## config.mk

```make
export PLATFORM = sky130hd
export DESIGN_NAME = uart_tx_arbiter
export DESIGN_NICKNAME = d
export VERILOG_FILES = /design/src/rtl/uart_tx_arbiter.sv
export SDC_FILE = /design/constraint.sdc
export NUM_CORES = 1
export LEC_CHECK = 0
export ABC_AREA = 0
export BUFFER_PORTS_ARGS = -buffer_cell sky130_fd_sc_hd__buf_2
export CAP_MARGIN = 20
export CORE_UTILIZATION = 43
export DETAILED_ROUTE_END_ITERATION = 8
export PLACE_DENSITY = 0.81
export RECOVER_POWER = 25
export SYNTH_ARGS = -nofsm -noshare
export SYNTH_HDL_FRONTEND = slang
export SYNTH_SLANG_ARGS = --single-unit
```

## constraint.sdc

```tcl
create_clock -name clk -period 2.4 [get_ports clk]
set_input_delay 0.36 -clock clk [delete_from_list [all_inputs] [get_ports clk]]
set_output_delay 0.36 -clock clk [all_outputs]
set_load 0.005 [all_outputs]
```

## src/rtl/uart_tx_arbiter.sv

```systemverilog
// Round-robin arbiter that shares one UART transmit engine among NREQ byte requesters.
// Latency: req seen at edge n from IDLE -> load/ack in cycle n+1; back-to-back load one cycle after a txrdy rise.
// Backpressure: a grant is held until the engine's txrdy rises; requesters keep req high until they see ack.
//
// Ports:
//   clk, reset    rising-edge clock; asynchronous active-low reset
//   req, lock     per-requester level request and burst lock
//   data          flattened bytes, requester i at data[8*i+7:8*i]
//   txrdy         engine ready flag; only a 0->1 edge ends a frame
//   load, ack     single-cycle pulses in the LOAD cycle (ack is one-hot)
//   out_port      registered byte to the engine, stable until the next load
//   grant         one-hot owner of the engine, held from load until the frame completes
//   busy          high in LOAD and WAIT
// Optional feature: define UART_TX_ARB_LOCK_EN so that a locked requester keeps the engine
// across back-to-back frames. Without it, lock is ignored.
module uart_tx_arbiter #(
  parameter int NREQ = 4
) (
  input  logic              clk,
  input  logic              reset,
  input  logic [NREQ-1:0]   req,
  input  logic [NREQ-1:0]   lock,
  input  logic [NREQ*8-1:0] data,
  input  logic              txrdy,
  output logic              load,
  output logic [7:0]        out_port,
  output logic [NREQ-1:0]   ack,
  output logic [NREQ-1:0]   grant,
  output logic              busy
);

  localparam int PW = (NREQ > 1) ? $clog2(NREQ) : 1;

  typedef enum logic [1:0] {
    S_IDLE = 2'd0,
    S_LOAD = 2'd1,
    S_WAIT = 2'd2
  } state_t;

  state_t          state;
  state_t          state_nxt;
  logic            txrdy_q;
  logic            txrdy_rise;
  logic            any_req;
  logic            take;
  logic            release_grant;
  logic [PW-1:0]   ptr;
  logic [PW-1:0]   winner;
  logic [PW-1:0]   cand;
  logic            found;
  logic [NREQ-1:0] winner_oh;

  // A level-high txrdy left over from an earlier frame must not end WAIT,
  // so the frame only completes on a fresh rising edge.
  assign txrdy_rise    = txrdy & ~txrdy_q;
  assign any_req       = |req;
  assign take          = any_req & ((state == S_IDLE) | ((state == S_WAIT) & txrdy_rise));
  assign release_grant = (state == S_WAIT) & txrdy_rise & ~any_req;

  // Round-robin search starting just after the last winner, wrapping around.
  always_comb begin
    winner = ptr;
    found  = 1'b0;
    cand   = '0;
    for (int i = 1; i <= NREQ; i++) begin
      cand = PW'((int'(ptr) + i) % NREQ);
      if (!found && req[cand]) begin
        winner = cand;
        found  = 1'b1;
      end
    end
`ifdef UART_TX_ARB_LOCK_EN
    // A locked burst keeps the engine, but only on a back-to-back handover;
    // a selection from IDLE is always plain round-robin.
    if ((state == S_WAIT) && req[ptr] && lock[ptr]) begin
      winner = ptr;
    end
`endif
  end

`ifndef UART_TX_ARB_LOCK_EN
  logic unused_lock;
  assign unused_lock = ^lock;
`endif

  always_comb begin
    winner_oh         = '0;
    winner_oh[winner] = 1'b1;
  end

  // State register
  always_ff @(posedge clk or negedge reset) begin
    if (!reset) begin
      state <= S_IDLE;
    end else begin
      state <= state_nxt;
    end
  end

  // Next-state logic
  always_comb begin
    state_nxt = state;
    case (state)
      S_IDLE: if (any_req) state_nxt = S_LOAD;
      S_LOAD: state_nxt = S_WAIT;
      S_WAIT: begin
        if (txrdy_rise) begin
          state_nxt = any_req ? S_LOAD : S_IDLE;
        end
      end
      default: state_nxt = S_IDLE;
    endcase
  end

  // Selection bookkeeping and the registered byte/grant. txrdy_q is sampled
  // every cycle so the edge detector tracks the engine regardless of state.
  always_ff @(posedge clk or negedge reset) begin
    if (!reset) begin
      txrdy_q  <= 1'b0;
      ptr      <= PW'(NREQ - 1);
      grant    <= '0;
      out_port <= '0;
    end else begin
      txrdy_q <= txrdy;
      if (take) begin
        ptr      <= winner;
        grant    <= winner_oh;
        out_port <= data[{winner, 3'b000} +: 8];
      end else if (release_grant) begin
        grant <= '0;
      end
    end
  end

  // Outputs decoded from the state register; grant already equals onehot(ptr)
  // in LOAD, so ack is just the grant gated by the LOAD cycle.
  always_comb begin
    load = 1'b0;
    ack  = '0;
    busy = 1'b0;
    if (state == S_LOAD) begin
      load = 1'b1;
      ack  = grant;
    end
    if (state != S_IDLE) begin
      busy = 1'b1;
    end
  end

endmodule
```

==> results by group <==
Run status
  – Status: finished, final reports clean

CTS
  – # H-tree levels: 1
  – Clk root buf: clkbuf_4
  – Gates resized, CTS repair: 0
  – Clock latency at the later pin of the worst-skew pair: 0.29 ns
  – CTS Buffer Depth: 2
  – Clock transition at path regs: roughly 0.1 ns
  – Clock sinks: 17
  – CTS Buf Count: 3
  – TritonCTS clock tree: built

Logic synthesis
  – Number of synthesized flops with an enable pin: 0
  – Syn Inst Count: 109
  – Register area share after synthesis: 0.410
  – Async S/R FF share, synth: 1.00
  – Ys flop type: dfrtp_1
  – Post-synth cell types: 34
  – Synth Register Bits: 17
  – Synthesized area: 1040 µm²
  – Syn Area/Cell: 9.57 µm²
  – Yosys Warn Count: 0
  – Syn Nets: 152

Die
  – Row count: 17
  – Die X-Extent: 51.3 µm
  – Core area: 2250 µm²
  – Die area: 2630 µm²
  – Initial core utilization: 0.463
  – Ports: 61
  – Die height: 51.3 µm

Finish
  – Final net count: 212
  – Multi-input logic area: 563 µm²
  – Layout cells sized above 1: 0.417
  – Final instance area: between 1000 and 1500 µm²
  – Area occupied by registers: 428 µm²
  – Fill cells: 212
  – Area Overhead vs Synth: 30.9%
  – Antenna cells: 0
  – Number of non-filler instances in the completed layout: 196

STA
  – Endpoints failing hold: 0
  – Fin Clk Skew: 0.00218 ns
  – RSZ-0062 raised after global routing: false
  – Worst setup margin: between 0.3 and 0.4 ns
  – Relative slew slack: 0.400
  – Setup_tns: 0 ns
  – Slew Viols, Final: 0
  – Worst-Margin Slew: ~0.9 ns
  – Fmax: around 490 MHz
  – Final period utilization: 0.859
  – Setup-failing EPs final: 0
  – Final Critical Period: roughly 2.1 ns

Global routing
  – Initial antenna violation count: 0
  – Largest net degree at the start of global routing: 18
  – First-pass GRT wire length: 4370 µm
  – Vias in the first global route: 1,040
  – GRT Util Overall: 0.222
  – Total grt overflow: 0

Drt
  – Wire per inst: approximately 13 µm
  – Post-DR vias/cell: approximately 5.5
  – Initial drt markers: 20
  – Via Count: 1,075
  – Post-Route WL: 2610 µm
  – DRC: 0
  – DR pass1 iterations: 6
  – Post-route ant nets: 0

Min path
  – Hold crit path type: input pin to flop

Placed design
  – Final Wtd Congestion: 0.826
  – Detailed Place HPWL: between 2000 and 2500 µm
  – Placed cell area: 1330 µm²
  – DP Worst Slack: 0.354 ns
  – Dpl cells: 191
  – I/O Buffers: 56

Power and ir drop
  – Seq pwr share: 0.347
  – Clock power frac: 0.103
  – Power density over cell area: 1110 nW/µm²
  – Switch Pwr: 639 µW
  – Leakage: 0.684 nW
  – Switching share of power: 0.420
  – Maximum vdd drop: between 0.5 and 0.6 mV
  – Internal power: roughly 880 µW
  – Combinational share of power: 0.549

Setup path
  – Worst EP required: about 2.6 ns
  – Setup crit start kind: flop
  – Critical Path End Type: flop
  – Critical path fanouts, max: 9
  – Arr. time, crit path: 2.21 ns
  – WS Path Type: flop to flop

Job
  – Max Cap Viol: 0
-- cell families after synthesis --
family,count (synthesis),share of synthesized area
mux,9,0.0863
simple gates,47,0.236
compound gates,29,0.217
flops,17,0.410
buf+inv,7,0.0504
-- worst paths after layout --
check	start	endpoint	slack, ns	cells after the start
worst min register to register	state[0]	state[1]	0.49	1
worst min-delay path	txrdy	txrdy_q	0.18	1
worst max-delay path	ptr[1]	out_port[5]	0.34	5
max in group asynchronous	reset	out_port[0]	1.15	2
min in group asynchronous	reset	grant[2]	0.71	2
worst max register to register	ptr[1]	out_port[5]	0.34	5
-- flip-flops by register name, indices dropped and copies added, names as in the netlist --
signal,flops
state,2
grant,4
txrdy_q,1
ptr,2
out_port,8
-- cell usage in the layout (no fill, tap or decap), types with 3 or more instances in the layout --
master	count
and2_1	4
dfrtp_1	15
mux2i_1	9
nand2_1	9
nor2b_1	3
clkbuf_1	3
a2111oi_0	8
a211oi_1	8
buf_2	54
nor3_1	10
nor2_1	11
clkbuf_4	3
-- power groups by stage --
stage	registers [mW]	logic, mW	clock network [mW]
floorplan	0.514	0.611	0
global placement	0.530	0.800	0
detailed placement	0.533	0.839	0
CTS	0.529	0.842	0.160
global route	0.554	0.925	0.171
finish	0.529	0.837	0.157
-- metal layers --
| layer | part of all wire | vias up | track usage |
|---|---|---|---|
| met4 | 0.014 | 0 | 0.0811 |
| met3 | 0.076 | 4 | 0.0327 |
| met2 | 0.47 | 58 | 0.388 |
| li1 | - | 526 | - |
| met5 | 0 | - | 0 |
| met1 | 0.44 | 487 | 0.274 |
-- synthesized netlist by cell type, types with 2 or more instances --
master,instances,area (µm²)
a2111oi_0,8,70.1
a211oi_1,8,60.1
a21oi_1,2,10.0
a22o_1,2,17.5
a22o_2,2,20.0
and2_1,4,25.0
buf_2,2,10.0
dfrtp_1,15,375
dfstp_2,2,52.6
inv_1,2,7.51
mux2i_1,9,90.1
nand2_1,9,33.8
nor2_1,11,41.3
nor2b_1,3,18.8
nor3_1,10,50.1
o21ai_0,2,10.0
-- through the flow --
step | utilization | power [mW] | hold slack [ns]
finish | 0.606 | 1.52 | 0.181
global route | 0.606 | 1.65 | 0.186
CTS | 0.607 | 1.53 | 0.177
detailed placement | 0.591 | 1.37 | 0.298
global placement | 0.588 | 1.33 | 0.296
floorplan | - | 1.13 | 0.0644
-- worst max-delay path: stages (launching register included) --
cell	delay [ns]
dfstp_2	0.62
mux2i_1	0.24
or2_1	0.17
nand3_1	0.27
a2111oi_0	0.52
a211oi_1	0.10
-- cell type report --
type,instances,area share
Clock buffer,4,0.0192
Inverter,3,0.00824
Multi-Input combinational cell,85,0.412
Sequential cell,17,0.313
Tap cell,28,0.0256
Timing Repair Buffer,59,0.222
-- what timing repair did --
action | 4_1_cts | 5_1_grt
buffers inserted | 0 | 0
endpoints found under the hold margin | 15 | 0
hold buffers | 1 | 0
No activity file was read; power rests on OpenSTA's default activity.
